**src/rtl/ms_stopwatch.sv**
```systemverilog
// Millisecond stopwatch: synchronizes the divider output and counts ticks
// as BCD SS.mmm, with run/pause, clear and a lap-hold display.
module ms_stopwatch #(
  parameter int SYNC_STAGES = 2,
  parameter int WRAP_SEC    = 99
) (
  input  logic        clock,
  input  logic        reset_n,
  input  logic        ms_clk,
  input  logic        start_stop,
  input  logic        clear,
  input  logic        lap,
  output logic [19:0] time_bcd,
  output logic        running,
  output logic        lap_active,
  output logic        overflow,
  output logic        tick
);

  typedef enum logic [1:0] {
    IDLE  = 2'd0,
    RUN   = 2'd1,
    PAUSE = 2'd2
  } state_e;

  localparam logic [3:0] WRAP_T = 4'(WRAP_SEC / 10);
  localparam logic [3:0] WRAP_O = 4'(WRAP_SEC % 10);

  state_e                 state_q;
  logic [SYNC_STAGES-1:0] sync_q;
  logic                   prev_q;
  logic                   primed_q;
  logic [19:0]            count_q;
  logic [19:0]            hold_q;
  logic                   lap_q;
  logic                   ovf_q;
  logic                   tick_q;
  logic                   running_q;

  logic        ms_tick;
  logic        cnt_en;
  logic [20:0] count_d;

  // Bit 20 flags a wrap from WRAP_SEC.999 back to 00.000.
  function automatic logic [20:0] bcd_inc(input logic [19:0] v);
    logic [19:0] n;
    logic        w;
    n = v;
    w = 1'b0;
    if (v[3:0] != 4'd9) begin
      n[3:0] = v[3:0] + 4'd1;
    end else begin
      n[3:0] = 4'd0;
      if (v[7:4] != 4'd9) begin
        n[7:4] = v[7:4] + 4'd1;
      end else begin
        n[7:4] = 4'd0;
        if (v[11:8] != 4'd9) begin
          n[11:8] = v[11:8] + 4'd1;
        end else begin
          n[11:8] = 4'd0;
          if (v[19:16] == WRAP_T && v[15:12] == WRAP_O) begin
            n[19:12] = 8'd0;
            w        = 1'b1;
          end else if (v[15:12] != 4'd9) begin
            n[15:12] = v[15:12] + 4'd1;
          end else begin
            n[15:12] = 4'd0;
            n[19:16] = v[19:16] + 4'd1;
          end
        end
      end
    end
    return {w, n};
  endfunction

  assign ms_tick = sync_q[SYNC_STAGES-1] & ~prev_q & primed_q;
  assign cnt_en  = ms_tick & (state_q == RUN) & ~clear;
  assign count_d = bcd_inc(count_q);

  always_ff @(posedge clock or negedge reset_n) begin
    if (!reset_n) begin
      state_q   <= IDLE;
      sync_q    <= '0;
      prev_q    <= 1'b0;
      primed_q  <= 1'b0;
      count_q   <= '0;
      hold_q    <= '0;
      lap_q     <= 1'b0;
      ovf_q     <= 1'b0;
      tick_q    <= 1'b0;
      running_q <= 1'b0;
    end else begin
      sync_q   <= {sync_q[SYNC_STAGES-2:0], ms_clk};
      prev_q   <= sync_q[SYNC_STAGES-1];
      primed_q <= 1'b1;
      tick_q   <= cnt_en;
      if (clear) begin
        state_q   <= IDLE;
        count_q   <= '0;
        lap_q     <= 1'b0;
        ovf_q     <= 1'b0;
        running_q <= 1'b0;
      end else begin
        if (cnt_en) begin
          count_q <= count_d[19:0];
          if (count_d[20]) ovf_q <= 1'b1;
        end
        // Lap sees the current state and the pre-increment count.
        if (lap) begin
          unique case (state_q)
            RUN: begin
              lap_q <= ~lap_q;
              if (!lap_q) hold_q <= count_q;
            end
            PAUSE:   lap_q <= 1'b0;
            default: ;
          endcase
        end
        if (start_stop) begin
          unique case (state_q)
            RUN: begin
              state_q   <= PAUSE;
              running_q <= 1'b0;
            end
            default: begin
              state_q   <= RUN;
              running_q <= 1'b1;
            end
          endcase
        end
      end
    end
  end

  assign time_bcd   = lap_q ? hold_q : count_q;
  assign running    = running_q;
  assign lap_active = lap_q;
  assign overflow   = ovf_q;
  assign tick       = tick_q;

endmodule
```
**config.mk**
```make
export PLATFORM = sky130hd
export DESIGN_NAME = ms_stopwatch
export DESIGN_NICKNAME = d
export VERILOG_FILES = /design/src/rtl/ms_stopwatch.sv
export SDC_FILE = /design/constraint.sdc
export NUM_CORES = 1
export LEC_CHECK = 0
export CAP_MARGIN = 10
export CORE_ASPECT_RATIO = 1.5
export CORE_UTILIZATION = 39
export DETAILED_ROUTE_END_ITERATION = 10
export GPL_TIMING_DRIVEN = 0
export MAX_ROUTING_LAYER = met4
export SYNTH_ARGS = -nofsm -noshare
export SYNTH_HDL_FRONTEND = slang
export SYNTH_SLANG_ARGS = --single-unit
export TNS_END_PERCENT = 50
```
**constraint.sdc**
```tcl
create_clock -name clock -period 2.3 [get_ports clock]
set_input_delay 0.23 -clock clock [delete_from_list [all_inputs] [get_ports clock]]
set_output_delay 0.23 -clock clock [all_outputs]
set_load 0.1 [all_outputs]
```
[After elaboration in Yosys (flattened, before gate mapping)]
Cells that the tools add are included.
Storage, ports and cells
  register bits after elaboration: 50
  bits in latches: 0
  bits in writable memories: 0
  bits in read-only memories: 0
  input bits: 6
  output and inout port bits: 24
  word-level logic and storage cells: 79
  memories kept: 0
Cells by class
  add/subtract/negate cells: 5
  $mul: 0
  divide/modulo/power cells: 0
  order comparisons: 0
  eq/ne operators: 12
  shifts and indexed selects: 0
  mux-type cells: 28
  bitwise operators: 7
  reductions and logical operators: 13
Operators by type and width (number)
  $mux W20: 3
  $add A4 B1 Y4 const B: 5
  $mux W4: 5
  $mux W16: 1
  $mux W8: 2
  $ne A4 B4 Y1 const B: 4
  $mux W1: 12
  $mux W12: 1
  $eq A4 B4 Y1 const B: 2
  $reduce_bool A2 Y1: 4
  $mux W2: 3
  $ne A2 B2 Y1 const B: 3
  $reduce_and A2 Y1: 3
  $reduce_and A3 Y1: 2
  $reduce_and A5 Y1: 1
  $and A1 B1 Y1: 4
  $reduce_and A4 Y1: 1
  $ne A3 B3 Y1 const B: 1
  $not A1 Y1: 3
  $reduce_bool A3 Y1: 1
  $eq A2 B1 Y1 const B: 1
  $eq A2 B2 Y1 const B: 1
  $pmux W1 S2: 1
  $logic_and A1 B1 Y1: 1

[Depth between registers and ports, before layout]
Gate-level depths: netlist (run 1).
  word-level depth: 9
  depth in mapped cells: 7
  depth with buffers taken out: 6

[Least setup slack after synthesis (run 1)]
Ideal clock, no wire load.
  path type: register to register
  start point: reg lap_q (netlist: lap_active)
  end point: reg hold_q[1]
  library setup time: 0.080 ns
  arrival time: 3.917 ns
  data required time: 2.220 ns
  path slack: -1.697 ns
  cell stages (with the launch flop): 5
  path through: dfrtp_1 > clkbuf_1 > buf_1 > o21ai_0 > mux2_2
On the way
  word-level cells in the longest chain between the ends: 1
Ends and longest elaborated chain
  start: declaration: line 35  | logic lap_q;
  start signal: assignment: line 113  | lap_q <= ~lap_q;
  $mux W20
  via time_bcd[1]: line 13  | output logic [19:0] time_bcd,
  end signal: assignment: line 114  | if (!lap_q) hold_q <= count_q;
  end: declaration: line 34  | logic [19:0] hold_q;
The timed path passes the listed nets, and every way through them passes these cells.
A chain may end at the register's enable or synchronous reset.

[Final worst setup path (run 1)]
  start point: reg count_q[5]
  end point: reg count_q[14]
On the way
  word-level cells in the longest chain between the ends: 3
Ends and longest elaborated chain
  start: declaration: line 33  | logic [19:0] count_q;
  start signal: assignment: line 106  | count_q <= count_d[19:0];
  $ne A4 B4 Y1: line 54  | if (v[7:4] != 4'd9) begin
  $ne A2 B2 Y1 (no source line)
  $reduce_and A4 Y1 (no source line)
Every way passes these cells.

==> results of run 1 <==
==> layout by cell type, fill, tap and decap left out, drive strengths merged, types with 4 or more instances in the layout <==
cell,instances
dfrtp,49
mux2,37
nand2,15
o21ai,15
nor2,14
clkbuf,14
buf,13
a21oi,10
ha,10
or3,8
dlygate4sd2,8
clkdlybuf4s15,8
nand3,7
clkdlybuf4s50,7
inv,7
and3b,5
mux2i,4
nor2b,4
==> state kept, by name, indices dropped and copies added, names as in the netlist <==
signal	cells
count_q	20
hold_q	20
lap_active	1
overflow	1
prev_q	1
primed_q	1
state_q	2
sync_q	2
tick	1
==> layout make-up <==
class,count,area [um2]
buffer,11,52.6
inverter,7,26.3
multi-input combinational,162,1290
clock inverter,1,30.0
tap,74,92.6
sequential,49,1230
timing repair buffer,34,320
fill,578,3090
clock buffer,7,86.3
==> how the worst min path moves through the flow <==
| stage | end | slack, ps | startpoint | cells past startpoint |
|---|---|---|---|---|
| CTS | sync_q[0] | 350 | ms_clk | 1 |
| detailed placement | tick | 280 | reset_n | 1 |
| global placement | sync_q[1] | 330 | sync_q[0] | 0 |
| global route | sync_q[0] | 340 | ms_clk | 1 |
| finish | sync_q[0] | 360 | ms_clk | 1 |
| floorplan | count_q[0] | -70 | reset_n | 0 |
==> power groups by stage <==
stage                     sequential, mW  combinational [mW]  clock (mW)
after floorplan                    0.917              0.0592           0
after global placement             0.899               0.129           0
after detailed placement           0.900               0.133           0
after CTS                          0.886               0.129       0.668
after global routing               0.889               0.138       0.709
final                              0.886               0.125       0.647
==> stage by stage <==
stage	power (mW)	hold WS, ps	instance area, um2
after floorplan	0.976	-65.6	2570
after global placement	1.03	333	2950
after detailed placement	1.03	275	2960
after CTS	1.68	348	3100
after global routing	1.74	343	3130
final	1.66	356	3130
==> layer usage <==
layer	GRT usage, %	up-vias	part of all wire, %
li1	-	888	-
met1	22.9	908	46
met2	28.1	28	50
met3	3.05	7	2.7
met4	6.09	0	1.4
met5	-	-	0
==> timing repair <==
action / CTS / global route
gates resized for setup: 47 / 13
hold endpoints to repair: 24 / 0
hold buffers: 1 / 0
pin swaps: 1 / 2
setup buffers: 0 / 4
setup endpoints to repair: 24 / 16
==> kinds of logic after synthesis <==
logic type                 count (synthesis)  share of synthesized area, %
muxes                                     41                          18.0
buffers and inverters                     19                          3.01
AOI/OAI and AO/OA                         30                          6.42
other                                      1                         0.148
adders and majority gates                 10                          4.94
DFF                                       49                          48.4
and+or+nand+nor                           77                          18.0
xor gates and xnor gates                   3                          1.04
==> worst register-to-register path, delay by kind of cell, from the launching register on <==
| family | cells | cell delay, ps |
|---|---|---|
| adder cells (fa/ha/maj) | 1 | 170 |
| buffers and inverters | 2 | 270 |
| flip-flops | 1 | 400 |
| AO/OA/AOI/OAI | 1 | 140 |
| AND/OR/NAND/NOR | 3 | 1220 |
==> results by group, run 1 <==
Critical path
  – Top delay family on crit path: simple AND/OR/NAND/NOR gates
  – Crit path max-delay cell type: or4_1
  – RR Startpoint: count_q[5]
  – Worst setup path start: count_q[5]
  – CP Buf/Inv Count: 2
  – Critical Path AT: between 2000 and 2500 ps
  – Most common cell on crit path: or4_1
  – Crit Path Max Fanout: 9
  – CP Cell Sequence: inv_2 -> ha_1 -> nand4bb_1 -> or4_1 -> buf_4 -> or4_1 -> a21oi_2
  – FF-to-FF path depth: 7
  – Max stage delay on crit path: approximately 550 ps
  – CP Depth: 7
  – Reg2reg setup slack: roughly 50 ps
  – CP Capture Point: count_q[14]
  – Reg-to-Reg End: count_q[14]
  – Worst Path Required: approximately 2500 ps
  – Worst setup path class: reg2reg
  – Startpoint Class: flop
  – CP Capture Type: flop

Floorplan
  – Die width: between 60 and 70 um
  – Initial Util: 40.7%
  – Core area: a little over 0.006 mm2
  – Die ar.: a little under 0.007 mm2
  – Std-Cell Rows: 35
  – Chip height: 101 um
  – IO Count: 30

STA
  – Slew HR: a little over a third
  – Final Hold Vio Count: 0
  – Tcrit/Tclk final: a little over nine tenths
  – Slew Limit Fails: 0
  – Fmax: between 400 and 500 MHz
  – RSZ-0062 raised after global routing: yes
  – Slew @ Worst Pin: a little under 1000 ps
  – Final setup fails: 0
  – Period minus WS final: ~2200 ps
  – Setup TNS: 0 ps
  – Final WS setup: around 50 ps
  – Clk_skew: between 10 and 15 ps

Yosys
  – FFs w/ async S/R, synth: 100%
  – Top cells by area, synth: dfrtp_1 (48%), mux2_2 (16%), ha_1 (4.9%)
  – Warnings from Yosys: 0
  – Seq/Total Area, Yosys: around half
  – Most frequent cell after synthesis: dfrtp_1
  – Avg Cell Area, Syn: between 10 and 15 um2
  – Synth top area share: 48.4%
  – Net Count, Synth: 246
  – Ys flop type: dfrtp_1
  – Synth area leader: dfrtp_1
  – Netlist area before placement: roughly 0.0025 mm2
  – Top cells by count, synth: dfrtp_1 (49), mux2_2 (37), nand2_1 (15), o21ai_0 (15), nor2_1 (14)
  – Register bit total from synthesis: 49
  – Number of synthesized flops with an enable pin: 0
  – Synth unique cells: 40
  – Post-synthesis cell count: 230

Power and ir drop
  – Comb pwr share: between 7 and 8%
  – Clk pwr share: around two fifths
  – Design internal power: 1.27 mW
  – Maximum vdd ir drop: 323 uV
  – Pleak: between 1.5 and 2 nW
  – Sw power: just under 0.4 mW
  – Power Density: 530 mW/mm2
  – Sequential power share: roughly 53%
  – Switch share: 23.5%

Route
  – DRC viols: 0
  – Avg Vias per Cell: 5.31
  – Drt first pass iters: 4
  – Total Routed Length: 5.14 mm
  – Drt wl/cell: 14.9 um
  – Post-route ant nets: 0
  – Initial DRC Count: about 100
  – Routed vias: ~1800

Finish
  – Non-filler cells, final: about 350
  – Ant diodes: 0
  – Nets: between 200 and 300
  – Area Growth Syn to Fin: 23.4%
  – Share of post-route cells with drive strength above 1: between 30% and 40%
  – Final core occ: between 50% and 60%

Run status
  – Status: complete, no violations

Clock tree
  – Root buffer cell: clkbuf_8
  – Num CTS Buffers: 5
  – CTS max path bufs: 2
  – Worst-path clk slew: 100 ps
  – Sink Count: ~50
  – CTS tree: built
  – CTS H-tree depth: 2
  – Clk_lat worst skew: ~300 ps

Global routing
  – Largest net degree at the start of global routing: 26
  – Gr ovfl total: 0
  – Total GRT Usage: around 18%
  – Vias in the first global route: 1777
  – Initial antenna violation count: 0
  – First-pass GRT wire length: 8.94 mm

Placed design
  – GPL Wtd Cong: approximately 0.8
  – Port buffer count: 28
  – Placed instance count: about 330
  – DP HPWL: roughly 3.7 mm
  – DP Worst Slack: -868 ps

Min path
  – Worst hold path class: in2reg

Job
  – MaxCap Viol Count: 0
(Power assumes the default switching activity.)
==> run 2: changes to the inputs <==
Settings changed: CTS_CLUSTER_SIZE set to 16, SKIP_CTS_REPAIR_TIMING set to 1.
==> run 2 against run 1 <==
  * Worst hold slack worse by 2.3 ps
  * Wire length decreased by 0.23%
  * Non-clock buffer count is 4 lower
  * Critical path depth is the same
  * Global-route usage is 0.14 points lower
  * Sequential power barely moved
  * Largest cell class unchanged
  * Largest power group unchanged
==> results by group, run 2 (synthesis results as in run 1) <==
Route
  – Routed vias: 1802 (-1.6%)
  – Drt wl/cell: 15.0 um (+0.94%)
  – Drt first pass iters: 4 (unchanged)
  – Initial DRC Count: 87 (-14%)
  – Total Routed Length: 5.12 mm (-0.23%)
  – Avg Vias per Cell: 5.28 (-0.43%)
  – Post-route ant nets: 0 (unchanged)
  – DRC viols: 0 (unchanged)

Placed design
  – DP HPWL: 3.69 mm (unchanged)
  – Placed instance count: 333 (unchanged)
  – DP Worst Slack: -868 ps (unchanged)
  – Port buffer count: 28 (unchanged)
  – GPL Wtd Cong: 0.801 (unchanged)

Clock tree
  – CTS max path bufs: 2 (unchanged)
  – Clk_lat worst skew: 310 ps (about the same)
  – Num CTS Buffers: 5 (unchanged)
  – Sink Count: 49 (unchanged)
  – Worst-path clk slew: 90 ps (about the same)
  – CTS tree: built
  – Root buffer cell: clkbuf_8
  – CTS H-tree depth: 2 (unchanged)

Critical path
  – Startpoint Class: flop
  – CP Buf/Inv Count: 2 (unchanged)
  – Max stage delay on crit path: 420 ps (-130 ps)
  – RR Startpoint: count_q[1]
  – CP Capture Type: flop
  – Reg-to-Reg End: count_q[11]
  – Crit Path Max Fanout: 7 (-2)
  – Critical Path AT: 2490 ps (about the same)
  – Reg2reg setup slack: 10 ps (-40 ps)
  – CP Cell Sequence: inv_1 -> ha_1 -> and3b_1 -> clkbuf_1 -> nand4_1 -> or3_1 -> a211oi_1
  – Worst setup path class: reg2reg
  – FF-to-FF path depth: 7 (unchanged)
  – Worst Path Required: 2500 ps (-40 ps)
  – Crit path max-delay cell type: dfrtp_1
  – Top delay family on crit path: simple AND/OR/NAND/NOR gates

Floorplan
  – Die ar.: 0.00683 mm2 (unchanged)
  – Die width: 67.8 um (unchanged)
  – IO Count: 30 (unchanged)
  – Core area: 0.00622 mm2 (unchanged)
  – Chip height: 101 um (unchanged)
  – Initial Util: 40.7% (unchanged)
  – Std-Cell Rows: 35 (unchanged)

Min path
  – Hold endpoint: sync_q[0]
  – Worst hold path class: in2reg
  – Hold path depth: 1 (unchanged)
  – Hold path startpoint: ms_clk

Job
  – MaxCap Viol Count: 0 (unchanged)

Finish
  – Most frequent cells in the layout: dfrtp_1 (47), mux2_2 (37), nand2_1 (15)
  – Footprint of the multi-input gates: 0.00127 mm2 (-1.2%)
  – Non-filler cells, final: 341 (-1.2%)
  – Commonest non-fill, non-tap cell in the layout: dfrtp_1
  – Share of post-route cells with drive strength above 1: 28.1% (-2.2 points)
  – Regs by FF count: count_q: 20 flops, hold_q: 20 flops
  – Fill cells: 582 (+0.69%)
  – Ant diodes: 0 (unchanged)
  – Register area: 0.00123 mm2 (unchanged)
  – Area Growth Syn to Fin: 20.4%
  – Nets: 282 (-1.4%)

Power and ir drop
  – Power Density: 544 mW/mm2 (+2.6%)
  – Maximum vdd ir drop: 325 uV (+0.64%)
  – Pleak: 1.59 nW (+5.1%)

Global routing
  – Largest net degree at the start of global routing: 26 (unchanged)
  – Total GRT Usage: 17.7% (-0.14 points)
  – First-pass GRT wire length: 8.84 mm (-1.1%)
  – Gr ovfl total: 0 (unchanged)
  – Vias in the first global route: 1778 (+0.056%)
  – Initial antenna violation count: 0 (unchanged)

STA
  – Setup TNS: 0 ps (unchanged)
  – Fmax: 437 MHz (-1.6%)
  – Tcrit/Tclk final: 99.4% (+1.6 points)
  – Slew HR: 35.5% (about the same)
  – Final Hold Vio Count: 0 (unchanged)
  – Period minus WS final: 2290 ps (+37.7 ps)
  – Final WS setup: 12.7 ps (-37.7 ps)
  – Slew Limit Fails: 0 (unchanged)
  – Slew @ Worst Pin: 965 ps (-0.00232 ps)
  – Clk_skew: 12.2 ps (-0.495 ps)
  – RSZ-0062 raised after global routing: yes
  – Final setup fails: 0 (unchanged)

Run status
  – Status: complete, no violations
## run 2: changes by cell type in the layout (fill, tap and decap cells not counted), sizes merged
cell	delta
buf	-7
clkbuf	+12
clkdlybuf4s15	-8
clkdlybuf4s18	-1
dlygate4sd2	-8
dlymetal6s2s	+8
## run 2: how the worst max path moves through the flow
| stage | start | to | cells past startpoint |
|---|---|---|---|
| floorplan | lap_active | hold_q[17] | 4 |
| global placement | reset_n | lap_active | 1 |
| detailed placement | lap_active | time_bcd[5] | 5 |
| CTS | lap_active | time_bcd[5] | 5 |
| global route | count_q[1] | count_q[11] | 7 |
| finish | count_q[1] | count_q[11] | 7 |
## run 2: layout make-up
type	count	share of cell area, %
buffer	11	1.60
clock buffer	7	2.83
clock inverter	1	0.984
inverter	7	0.861
multi-input combinational	162	41.7
sequential	49	40.3
tap	74	3.03
timing repair buffer	30	8.69
## run 2: where the power goes
| part | internal, mW | switching, mW | total (mW) |
|---|---|---|---|
| clock network | 0.355 | 0.295 | 0.650 |
| registers | 0.873 | 0.0125 | 0.886 |
| logic | 0.0407 | 0.0843 | 0.125 |
| total | 1.27 | 0.392 | 1.66 |
## run 2: layer usage
metal  up-vias  global-route usage, %  share of wire (%)
met3         5                   3.05                3.1
met5         -                      -                  0
met2        26                   28.2                 51
li1        879                      -                  -
met1       892                   22.4                 45
met4         0                   6.09                1.5
## run 2: metrics by stage
stage | utilization [%] | instance area [um2] | total power, mW | hold WS, ps
2_1_floorplan | - | 2570 | 0.976 | -65.6
3_3_place_gp | 47.4 | 2950 | 1.03 | 333
3_5_place_dp | 47.6 | 2960 | 1.03 | 275
4_1_cts | 49.5 | 3080 | 1.68 | -58.6
5_1_grt | 49.1 | 3050 | 1.74 | 343
6_report | 49.1 | 3050 | 1.66 | 353
==> run 3: changes to the inputs <==
Settings changed: CORE_ASPECT_RATIO 1.5 to 0.6.
==> run 3 against run 2 <==
  * Die area is essentially flat
  * First-iteration DRC count shrank 23%
  * Worst hold slack gained 3.2 ps
  * Utilization grew 0.46 points
  * Fmax grew 2.3%
  * Total power shrank 4.9%
  * Global-route usage grew 0.28 points
  * Final area grew 0.53%
  * Clock-buffer cell count is the same
  * Non-clock buffer count grew 1
  * Sequential cell count is the same
  * Cell count grew 3.2%
  * Critical path type is now reg2out
  * Highest routed layer unchanged
==> results by group, run 3 (synthesis results as in run 1) <==
STA
  – Setup TNS: 0 ps (unchanged)
  – Slew @ Worst Pin: 974 ps (+9.58 ps)
  – Fmax: 447 MHz (+2.3%)
  – Period minus WS final: 2230 ps (-52.3 ps)
  – Slew HR: 34.8% (-0.64 points)
  – Fin Hold WS: 357 ps (+3.20 ps)
  – Final WS setup: 65.0 ps (+52.3 ps)
  – Clk_skew: 6.18 ps (-6.05 ps)
  – Tcrit/Tclk final: 97.2% (-2.3 points)
  – Slew Limit Fails: 0 (unchanged)
  – Final Hold Vio Count: 0 (unchanged)
  – RSZ-0062 raised after global routing: yes
  – Final setup fails: 0 (unchanged)

Finish
  – Final Cell Area: 0.00307 mm2 (+0.53%)
  – Area Growth Syn to Fin: 21.1%
  – Regs by FF count: count_q: 20 flops, hold_q: 20 flops
  – Commonest non-fill, non-tap cell in the layout: dfrtp_1
  – Share of post-route cells with drive strength above 1: 29.5% (+1.4 points)
  – Most frequent cells in the layout: dfrtp_1 (47), mux2_2 (37), clkbuf_2 (15), nand2_1 (15), nor2_1 (14)
  – Ant diodes: 0 (unchanged)
  – Nets: 283 (+0.35%)
  – Non-filler cells, final: 352 (+3.2%)

Power and ir drop
  – Power Density: 515 mW/mm2 (-5.4%)
  – Pleak: 1.59 nW (+0.30%)
  – Maximum vdd ir drop: 246 uV (-24%)

Route
  – Post-route ant nets: 0 (unchanged)
  – Routed vias: 1804 (+0.11%)
  – Drt wl/cell: 15.3 um (+1.9%)
  – Avg Vias per Cell: 5.13 (-3.0%)
  – Total Routed Length: 5.39 mm (+5.2%)
  – Initial DRC Count: 67 (-23%)
  – Drt first pass iters: 4 (unchanged)
  – DRC viols: 0 (unchanged)

Global routing
  – Initial antenna violation count: 0 (unchanged)
  – First-pass GRT wire length: 8.89 mm (+0.55%)
  – Met2 usage: 23.9% (-4.2 points)
  – Top Usage Layer GRT: met1
  – Gr ovfl total: 0 (unchanged)
  – Largest net degree at the start of global routing: 36 (+38%)
  – Met3 GRT Util: 3.72% (+0.67 points)
  – Vias in the first global route: 1710 (-3.8%)
  – M1 GR Usage: 27.3% (+4.9 points)
  – Total GRT Usage: 18.0% (+0.28 points)

Critical path
  – Critical Path AT: 2000 ps (-490 ps)
  – Reg-to-Reg End: count_q[14]
  – Worst Path Required: 2070 ps (-430 ps)
  – Startpoint Class: flop
  – Max stage delay on crit path: 1170 ps (+750 ps)
  – Worst setup path class: reg2out
  – Crit Path Max Fanout: 11 (+4)
  – Reg2reg setup slack: 70 ps (+50 ps)
  – CP Capture Type: primary output
  – Crit path max-delay cell type: clkdlybuf4s50_1
  – CP Buf/Inv Count: 1 (-1)
  – Top delay family on crit path: buffers and inverters
  – FF-to-FF path depth: 7 (unchanged)
  – RR Startpoint: count_q[5]
  – CP Cell Sequence: clkdlybuf4s50_1

Clock tree
  – CTS max path bufs: 2 (unchanged)
  – Root buffer cell: clkbuf_8
  – CTS tree: built
  – Worst-path clk slew: 90 ps (about the same)
  – Clk_lat worst skew: 300 ps (about the same)
  – Num CTS Buffers: 5 (unchanged)
  – Sink Count: 49 (unchanged)
  – CTS H-tree depth: 2 (unchanged)

Floorplan
  – Std-Cell Rows: 22 (-37%)
  – IO Count: 30 (unchanged)
  – Chip height: 64.4 um (-36%)
  – Core area: 0.00619 mm2 (-0.40%)
  – Initial Util: 40.9% (+0.16 points)
  – Die width: 106 um (+56%)
  – Die ar.: 0.00683 mm2 (about the same)

Placed design
  – Placed instance count: 343 (+3.0%)
  – Placed instance area: 0.00297 mm2 (+0.42%)
  – DP Worst Slack: -788 ps (+80.5 ps)
  – Port buffer count: 28 (unchanged)
  – GPL Wtd Cong: 0.780 (-2.6%)
  – DP HPWL: 3.83 mm (+3.6%)

Job
  – MaxCap Viol Count: 0 (unchanged)

Min path
  – Worst hold path class: in2async

Run status
  – Status: complete, no violations
run 3: where the power goes:
group	leakage [nW]	internal [mW]	switching, mW
logic	0.868	0.0414	0.0843
registers	0.670	0.873	0.0134
clock network	0.0542	0.273	0.295
total	1.59	1.19	0.392
run 3: worst max path at each step:
stage	startpoint	endpoint	slack [ps]	cells past startpoint
after global placement	reset_n	lap_active	-830	1
after floorplan	lap_active	hold_q[17]	-20	4
after global routing	count_q[5]	count_q[14]	-50	7
after detailed placement	lap_active	time_bcd[13]	-790	5
final	lap_active	lap_active	70	1
after CTS	lap_active	time_bcd[13]	-1130	5
run 3: area by class of cell:
cell class	count	area [um2]
sequential	49	1230
multi-input combinational	162	1280
tap	84	105
fill	588	3130
clock buffer	7	96.3
clock inverter	1	5.00
inverter	7	26.3
timing repair buffer	31	270
buffer	11	50.0
run 3: layer usage:
| layer | vias up | part of all wire (%) |
|---|---|---|
| met5 | - | 0 |
| met4 | 0 | 0.72 |
| met3 | 5 | 2.5 |
| met2 | 22 | 41 |
| met1 | 895 | 56 |
| li1 | 882 | - |
run 3: stage by stage:
stage                     util [%]  power (mW)
after detailed placement      48.0        1.03
after floorplan                  -       0.976
after global routing          49.5        1.64
after global placement        47.8        1.03
final                         49.5        1.58
after CTS                     49.7        1.60
